File: src/rtl/sm83_tgen.sv
// SM83 T-state sequencer: t1..t4 phase strobes, power-on reset hold, HALT/STOP, M-cycle counter.
// Optional memory wait-state stretch on T2 is enabled by defining SM83_TGEN_WAIT_EN.
module sm83_tgen #(
    parameter int unsigned RESET_MCYCLES = 2,
    parameter int unsigned CNT_WIDTH     = 16
) (
    input  logic                 clk,
    input  logic                 n_reset,
    input  logic                 ce,
    input  logic                 halt,
    input  logic                 stop,
    input  logic                 irq_pend,
    input  logic                 wake_stop,
    input  logic                 wait_req,
    output logic                 t1,
    output logic                 t2,
    output logic                 t3,
    output logic                 t4,
    output logic                 reset,
    output logic                 halted,
    output logic                 stopped,
    output logic [CNT_WIDTH-1:0] mcycle_cnt
);

    localparam int unsigned HOLD_W = 4;

    typedef enum logic [1:0] {ST_RST, ST_RUN, ST_HALT, ST_STOP} state_t;
    typedef enum logic [1:0] {PH_T1, PH_T2, PH_T3, PH_T4} phase_t;

    state_t              state;
    phase_t              phase;
    logic [HOLD_W-1:0]   hold_cnt;
    logic [HOLD_W-1:0]   hold_next;
    logic                stretch;
    phase_t              phase_nxt;
    logic [3:0]          strobe_nxt;

    // T2 is held while memory requests wait states (RUN/HALT only)
`ifdef SM83_TGEN_WAIT_EN
    assign stretch = wait_req && t2 && ((state == ST_RUN) || (state == ST_HALT));
`else
    logic unused_wait_req;
    assign unused_wait_req = wait_req;
    assign stretch         = 1'b0;
`endif

    // Next phase and its one-hot strobe pattern (bit 0 = t1)
    always_comb begin
        hold_next  = hold_cnt + HOLD_W'(1);
        phase_nxt  = phase;
        if (!stretch) begin
            phase_nxt = phase_t'(2'(phase + 2'd1));
        end
        strobe_nxt = 4'b0001 << phase_nxt;
    end

    always_ff @(posedge clk or negedge n_reset) begin
        if (!n_reset) begin
            state      <= ST_RST;
            phase      <= PH_T4;
            hold_cnt   <= '0;
            t1         <= 1'b0;
            t2         <= 1'b0;
            t3         <= 1'b0;
            t4         <= 1'b0;
            reset      <= 1'b1;
            halted     <= 1'b0;
            stopped    <= 1'b0;
            mcycle_cnt <= '0;
        end else if (ce) begin
            unique case (state)
                ST_RST: begin
                    phase <= phase_nxt;
                    {t4, t3, t2, t1} <= strobe_nxt;
                    if (t4) begin
                        hold_cnt <= hold_next;
                        if (hold_next == HOLD_W'(RESET_MCYCLES)) begin
                            state <= ST_RUN;
                            reset <= 1'b0;
                        end
                    end
                end
                ST_RUN: begin
                    phase <= phase_nxt;
                    {t4, t3, t2, t1} <= strobe_nxt;
                    if (t4) begin
                        mcycle_cnt <= mcycle_cnt + CNT_WIDTH'(1);
                        if (stop) begin
                            // Park on T4 so the wake edge produces T1
                            state            <= ST_STOP;
                            stopped          <= 1'b1;
                            phase            <= PH_T4;
                            {t4, t3, t2, t1} <= 4'b0000;
                        end else if (halt && !irq_pend) begin
                            state  <= ST_HALT;
                            halted <= 1'b1;
                        end
                    end
                end
                ST_HALT: begin
                    phase <= phase_nxt;
                    {t4, t3, t2, t1} <= strobe_nxt;
                    if (t4) begin
                        mcycle_cnt <= mcycle_cnt + CNT_WIDTH'(1);
                        if (irq_pend) begin
                            state  <= ST_RUN;
                            halted <= 1'b0;
                        end
                    end
                end
                ST_STOP: begin
                    if (wake_stop) begin
                        state   <= ST_RUN;
                        stopped <= 1'b0;
                        phase   <= PH_T1;
                        t1      <= 1'b1;
                    end
                end
                default: state <= ST_RST;
            endcase
        end
    end

endmodule

File: config.mk
export PLATFORM = sky130hd
export DESIGN_NAME = sm83_tgen
export DESIGN_NICKNAME = d
export VERILOG_FILES = /design/src/rtl/sm83_tgen.sv
export SDC_FILE = /design/constraint.sdc
export NUM_CORES = 1
export LEC_CHECK = 0
export ABC_AREA = 1
export CAP_MARGIN = 40
export CORE_ASPECT_RATIO = 1.2
export CORE_MARGIN = 2
export CORE_UTILIZATION = 45
export CTS_BUF_LIST = sky130_fd_sc_hd__clkbuf_8
export CTS_CLUSTER_DIAMETER = 120
export DETAILED_ROUTE_END_ITERATION = 6
export GPL_ROUTABILITY_DRIVEN = 1
export GPL_TIMING_DRIVEN = 0
export PLACE_DENSITY = 0.72
export SLEW_MARGIN = 20
export SYNTH_ARGS = -nofsm -noshare
export SYNTH_HDL_FRONTEND = slang
export SYNTH_SLANG_ARGS = --single-unit
File: constraint.sdc
create_clock -name clk -period 4.9 [get_ports clk]
set_input_delay 0.98 -clock clk [delete_from_list [all_inputs] [get_ports clk]]
set_output_delay 0.98 -clock clk [all_outputs]
set_load 0.005 [all_outputs]
== Yosys cells after proc, flatten, opt, wreduce, memory -nomap -nowiden ==
Index checks and enable logic that the tools add are counted.

* Register bits after elaboration: 31
* Bits in latches: 0
* RAM bits: 0
* ROM bits: 0
* Input port bits: 8
* Output and inout port bits: 23
* Word-level logic and storage cells: 81
* Memories kept: 0

* Add/sub/neg operators: 3
* $mul: 0
* Divide/modulo/power cells: 0
* Order comparisons: 0
* Eq/ne operators: 14
* Shift-type cells: 1
* Multiplexer cells: 36
* Bitwise gates (word level): 0
* Reductions and logical operators: 16

{| class="wikitable"
|+ Operators by type and width
! operator !! count
|-
| $mux 2 || 11
|-
| $ne 2x2->1 const B || 9
|-
| $mux 1 || 17
|-
| $add 16x1->16 const B || 1
|-
| $pmux 1 s2 || 5
|-
| $pmux 2 s4 || 1
|-
| $reduce_and 8->1 || 1
|-
| $reduce_and 7->1 || 1
|-
| $pmux 2 s3 || 1
|-
| $reduce_and 3->1 || 2
|-
| $reduce_bool 2->1 || 3
|-
| $reduce_and 5->1 || 1
|-
| $add 4x1->4 const B || 1
|-
| $eq 2x2->1 const B || 2
|-
| $eq 4x2->1 const B || 1
|-
| $reduce_and 2->1 || 2
|-
| $reduce_and 4->1 || 1
|-
| $reduce_or 2->1 || 2
|-
| $shl 1x2->4 const A || 1
|-
| $ne 3x3->1 const B || 1
|-
| $pmux 1 s3 || 1
|-
| $add 2x1->2 const B || 1
|-
| $eq 2x1->1 const B || 1
|-
| $logic_not 2->1 || 1
|-
| 2 further kinds || 2
|}

== Logic depth before layout (Yosys ltp) ==
* Depth after elaboration: 6
* Gate-level depth with buffers: 11
* Mapped depth without buffers: 10

== Worst setup path before layout ==
No wires, ideal clock.

* Path kind: input to register
* From: input ce
* To: register mcycle_cnt[11]
* Library setup time: 0.122 ns
* Data arrival time: 1.653 ns
* Required time: 4.778 ns
* Slack: 3.126 ns
* Stages on the path: 6
* Buffers on the path: 0
* Path through: nand2_2 > nor2_8 > nand3_2 > nor2_4 > nand2_1 > xor2_1

* Longest elaborated chain between the ends: 1

{| class="wikitable"
|+ RTL lines
! what !! line !! source
|-
| from (decl) || 9 || <nowiki>input logic ce,</nowiki>
|-
| $reduce_and 3->1 (no line) || -- ||
|-
| to (signal assigned) || 87 || <nowiki>mcycle_cnt <= mcycle_cnt + CNT_WIDTH'(1);</nowiki>
|-
| to (signal assigned) || 104 || <nowiki>mcycle_cnt <= mcycle_cnt + CNT_WIDTH'(1);</nowiki>
|-
| to (decl) || 22 || <nowiki>output logic [CNT_WIDTH-1:0] mcycle_cnt</nowiki>
|}

No other way between the ends.
A chain may end at the register's enable or synchronous reset.

== Worst setup path after layout ==
* From: register reset
* To: output reset

{| class="wikitable"
|+ RTL lines
! what !! line !! source
|-
| from (decl) || 19 || <nowiki>output logic reset,</nowiki>
|-
| from (signal assigned) || 66 || <nowiki>reset <= 1'b1;</nowiki>
|-
| from (signal assigned) || 79 || <nowiki>reset <= 1'b0;</nowiki>
|}

No word-level cell between the ends.

==> results.rst <==
.. list-table::
   :header-rows: 1

   * - Metric
     - Value
   * - Run status
     - complete, no violations
   * - RSZ-0062 raised after global routing
     - no
   * - Hold-fix buffers, CTS
     - 0
   * - Max Cap Viol
     - 0
   * - Routed wire length
     - 3060 um
   * - Mean post-synth cell area
     - 8.61 um2
   * - Layout overhead on the synthesized area
     - 24.9%
   * - Number of gates resized after CTS
     - 0
   * - Post-Synthesis Net Count
     - roughly 220
   * - Cell class contributing the biggest share of worst-path delay
     - flip-flops
   * - Startpoint of the lowest-slack register-to-register path
     - state[0]
   * - X dimension of the die
     - 60.6 um
   * - Slowest stage cell, crit path
     - sky130_fd_sc_hd__dfstp_2
   * - Buffer type at the clock tree root
     - sky130_fd_sc_hd__clkbuf_8
   * - Post-detailed-route DRC marker count
     - 0
   * - Xor-xnor portion of the synthesized cell area
     - 6.58%
   * - Total CTS buffers
     - 5
   * - Vias
     - 1337
   * - Net count reported at finish
     - 257
   * - Unique cell type count in the Yosys netlist
     - 26
   * - I/O Pins
     - 31
   * - Port-buffer cells
     - 29
   * - Number of global-route vias before repair
     - 1245
   * - Area enclosed by the die boundary
     - 4360 um2
   * - Normalized max-slew margin
     - 55.8%
   * - Clock tree from TritonCTS
     - done
   * - Post-synthesis sequential element count
     - 31
   * - Area taken by multi-input logic gates
     - 830 um2
   * - Standby leakage power
     - 1.08 nW
   * - Gate Count Post-Synth
     - 201
   * - Source of the worst hold timing path
     - reset
   * - Number of fill cells
     - roughly 340
   * - Count of final hold-check violations
     - 0
   * - Total routing resource utilization after global routing
     - 16.8%
   * - Most instantiated flip-flop cell in the synthesis netlist
     - sky130_fd_sc_hd__dfrtp_1
   * - CP Max Fanout
     - 2
   * - Register-to-register setup slack
     - between 3 and 4 ns
   * - Wire length of the first global-routing pass
     - 5460 um
   * - Min-delay worst type
     - flop to flop
   * - Share of async-settable or async-resettable flops after synthesis
     - 100%
   * - Most common library cell in the layout ignoring fill and taps
     - sky130_fd_sc_hd__nand2_1
   * - Number of stages on the worst hold path
     - 2
   * - Highest-count cells in the layout ignoring fill and taps
     - 48 x sky130_fd_sc_hd__nand2_1, 33 x sky130_fd_sc_hd__inv_1, 28 x sky130_fd_sc_hd__dfrtp_1, 28 x sky130_fd_sc_hd__clkdlybuf4s50_1, 17 x sky130_fd_sc_hd__nor2_1
   * - Final worst-path setup slack
     - around 2.6 ns
   * - Cell chain of the critical path
     - clkdlybuf4s50_1
   * - Max Transition Viols Final
     - 0
   * - Setup bufs post-CTS
     - 0
   * - Number of clock sinks
     - 31
   * - H-tree depth
     - 2
   * - Worst Skew
     - 0.00514 ns
   * - Clock slew seen by the registers of the worst setup and hold paths
     - 0.07 ns
   * - Synthesis Warnings
     - 0
   * - Maximum clock path buffer count
     - 2
   * - Maximum VDD drop
     - 0.000319 V
   * - Vias per cell
     - 4.61
   * - Setup_tns
     - 0 ns
   * - Fraction of the mapped netlist area in adder cells
     - 8.68%
   * - Capture instance of the worst register-to-register path
     - mcycle_cnt[11]
   * - Wire per inst
     - 10.6 um
   * - Register-to-Register Path Depth
     - 8
   * - Critical setup path kind
     - flop to output pin
   * - Highest attainable clock frequency
     - approximately 440 MHz
   * - Compound-gate portion of the synthesized area
     - roughly 6.3%
   * - Number of antenna repair diodes
     - 0
   * - Combined flip-flop and latch cell area
     - 779 um2
   * - Die span in y
     - 71.9 um
   * - Largest net degree at the start of global routing
     - 32
   * - Power per standard cell area
     - 449 nW/um2
   * - Proportion of layout cells with a drive suffix above 1
     - 9.24%
   * - Count of standard-cell rows
     - 24
   * - Crit path required time
     - between 3 and 4 ns
   * - Main combinational cell family by area after synthesis
     - simple AND/OR/NAND/NOR gates
   * - Total gr overflow
     - 0
   * - Post-detailed-route count of antenna-violating nets
     - 0
   * - Standard cell area after detailed placement
     - approximately 2100 um2
   * - Core area
     - between 3000 and 4000 um2
   * - Final instance area
     - 2160 um2
   * - Worst setup slack before clock tree synthesis
     - 2.50 ns
   * - Buffer and inverter count on the worst path
     - 1
   * - Post-route fraction of the period consumed by the critical path
     - between 40% and 50%
   * - Arrival time at the worst endpoint
     - ~1.3 ns
   * - Worst Setup End Kind
     - output pin
   * - Actual transition at the worst max-transition pin
     - approximately 0.66 ns
   * - Gp weighted congestion
     - 0.753
   * - Endpoint of the worst hold path
     - reset
   * - Initial core utilization
     - between 40 and 50%
   * - Post-synthesis simple-gate area fraction
     - between 20% and 30%
   * - Setup Viol. Count Final
     - 0
   * - Total standard cell area after synthesis
     - 1730 um2
   * - Latest clock arrival within the worst-skew pair
     - 0.28 ns
   * - Register area share after synthesis
     - between 40% and 50%
   * - Detailed-placement wirelength estimate
     - roughly 2200 um
   * - Biggest cell delay along the critical path
     - 0.53 ns
   * - First-pass iteration count of the detailed router
     - 4
   * - Launching element type of the critical path
     - flop
   * - Count of routing violations after the opening detailed-route iteration
     - 65
   * - Shortest period the worst path allows
     - 2.28 ns
   * - Number of enable flip-flop cells after synthesis
     - 0
   * - Mux cell area share after synthesis
     - 0.651%
   * - Antenna violations before repair
     - 0
routing by layer:
metal,part of all wire (%),up-vias,track usage (%)
met5,0,-,0
met4,2.0,0,7.25
met3,5.4,6,5.88
met2,46,30,24.5
met1,46,599,22.4
li1,-,702,-
registers in the layout, indices dropped and copies added (netlist names):
| register | cells |
|---|---|
| halted | 1 |
| hold_cnt | 4 |
| state | 2 |
| t1 | 1 |
| stopped | 1 |
| mcycle_cnt | 16 |
| t4 | 1 |
| phase | 2 |
| t2 | 1 |
| t3 | 1 |
| reset | 1 |
power by group:
| group | total [mW] | internal, mW | leakage (nW) | switching, mW |
|---|---|---|---|---|
| registers | 0.404 | 0.331 | 0.380 | 0.0731 |
| clock network | 0.189 | 0.0953 | 0.0505 | 0.0936 |
| logic | 0.377 | 0.178 | 0.645 | 0.199 |
| total | 0.970 | 0.604 | 1.08 | 0.365 |
synthesized netlist by cell type (2+ instances only):
cell type | instances | area [um2]
sky130_fd_sc_hd__dfstp_2 | 3 | 78.8
sky130_fd_sc_hd__a21oi_1 | 3 | 15.0
sky130_fd_sc_hd__dfrtp_1 | 28 | 701
sky130_fd_sc_hd__nand3_1 | 11 | 55.1
sky130_fd_sc_hd__nand4_1 | 5 | 31.3
sky130_fd_sc_hd__ha_1 | 12 | 150
sky130_fd_sc_hd__inv_1 | 31 | 116
sky130_fd_sc_hd__nand2_1 | 48 | 180
sky130_fd_sc_hd__xnor2_1 | 4 | 35.0
sky130_fd_sc_hd__a31oi_1 | 2 | 12.5
sky130_fd_sc_hd__nor2_4 | 3 | 33.8
sky130_fd_sc_hd__nor2_1 | 17 | 63.8
sky130_fd_sc_hd__xor2_1 | 9 | 78.8
sky130_fd_sc_hd__o21ai_0 | 12 | 60.1
sky130_fd_sc_hd__nand2_2 | 2 | 12.5
per-stage QoR:
stage	total power, mW	hold slack [ns]	instances	util [%]
2_1_floorplan	0.645	0.452	201	-
3_5_place_dp	0.789	0.453	282	56.8
4_1_cts	0.982	0.463	290	59.0
6_report	0.970	0.460	290	59.0
3_3_place_gp	0.782	0.448	282	56.9
5_1_grt	1.06	0.514	290	59.0
worst max path at each step:
| stage | cells after the start | start | endpoint |
|---|---|---|---|
| 2_1_floorplan | 6 | ce | mcycle_cnt[11] |
| 3_5_place_dp | 7 | ce | mcycle_cnt[11] |
| 4_1_cts | 1 | reset | reset |
| 5_1_grt | 1 | reset | reset |
| 3_3_place_gp | 1 | n_reset | hold_cnt[2] |
| 6_report | 1 | reset | reset |
cell type report:
| cell class | instances | area share (%) |
|---|---|---|
| plain buffers | 1 | 0.231 |
| clock buffers | 5 | 3.18 |
| clock inverters | 3 | 0.579 |
| inverters | 31 | 5.38 |
| multi-input cells | 138 | 38.4 |
| flip-flops and latches | 31 | 36.1 |
| well taps | 52 | 3.01 |
| repair buffers | 29 | 13.2 |
cell families after synthesis:
group / Yosys count
xor gates and xnor gates: 13
DFF: 31
adders and majority gates: 12
buffers and inverters: 32
muxes: 1
and+or+nand+nor: 92
AOI/OAI and AO/OA: 20
No activity file was read; power rests on OpenSTA's default activity.
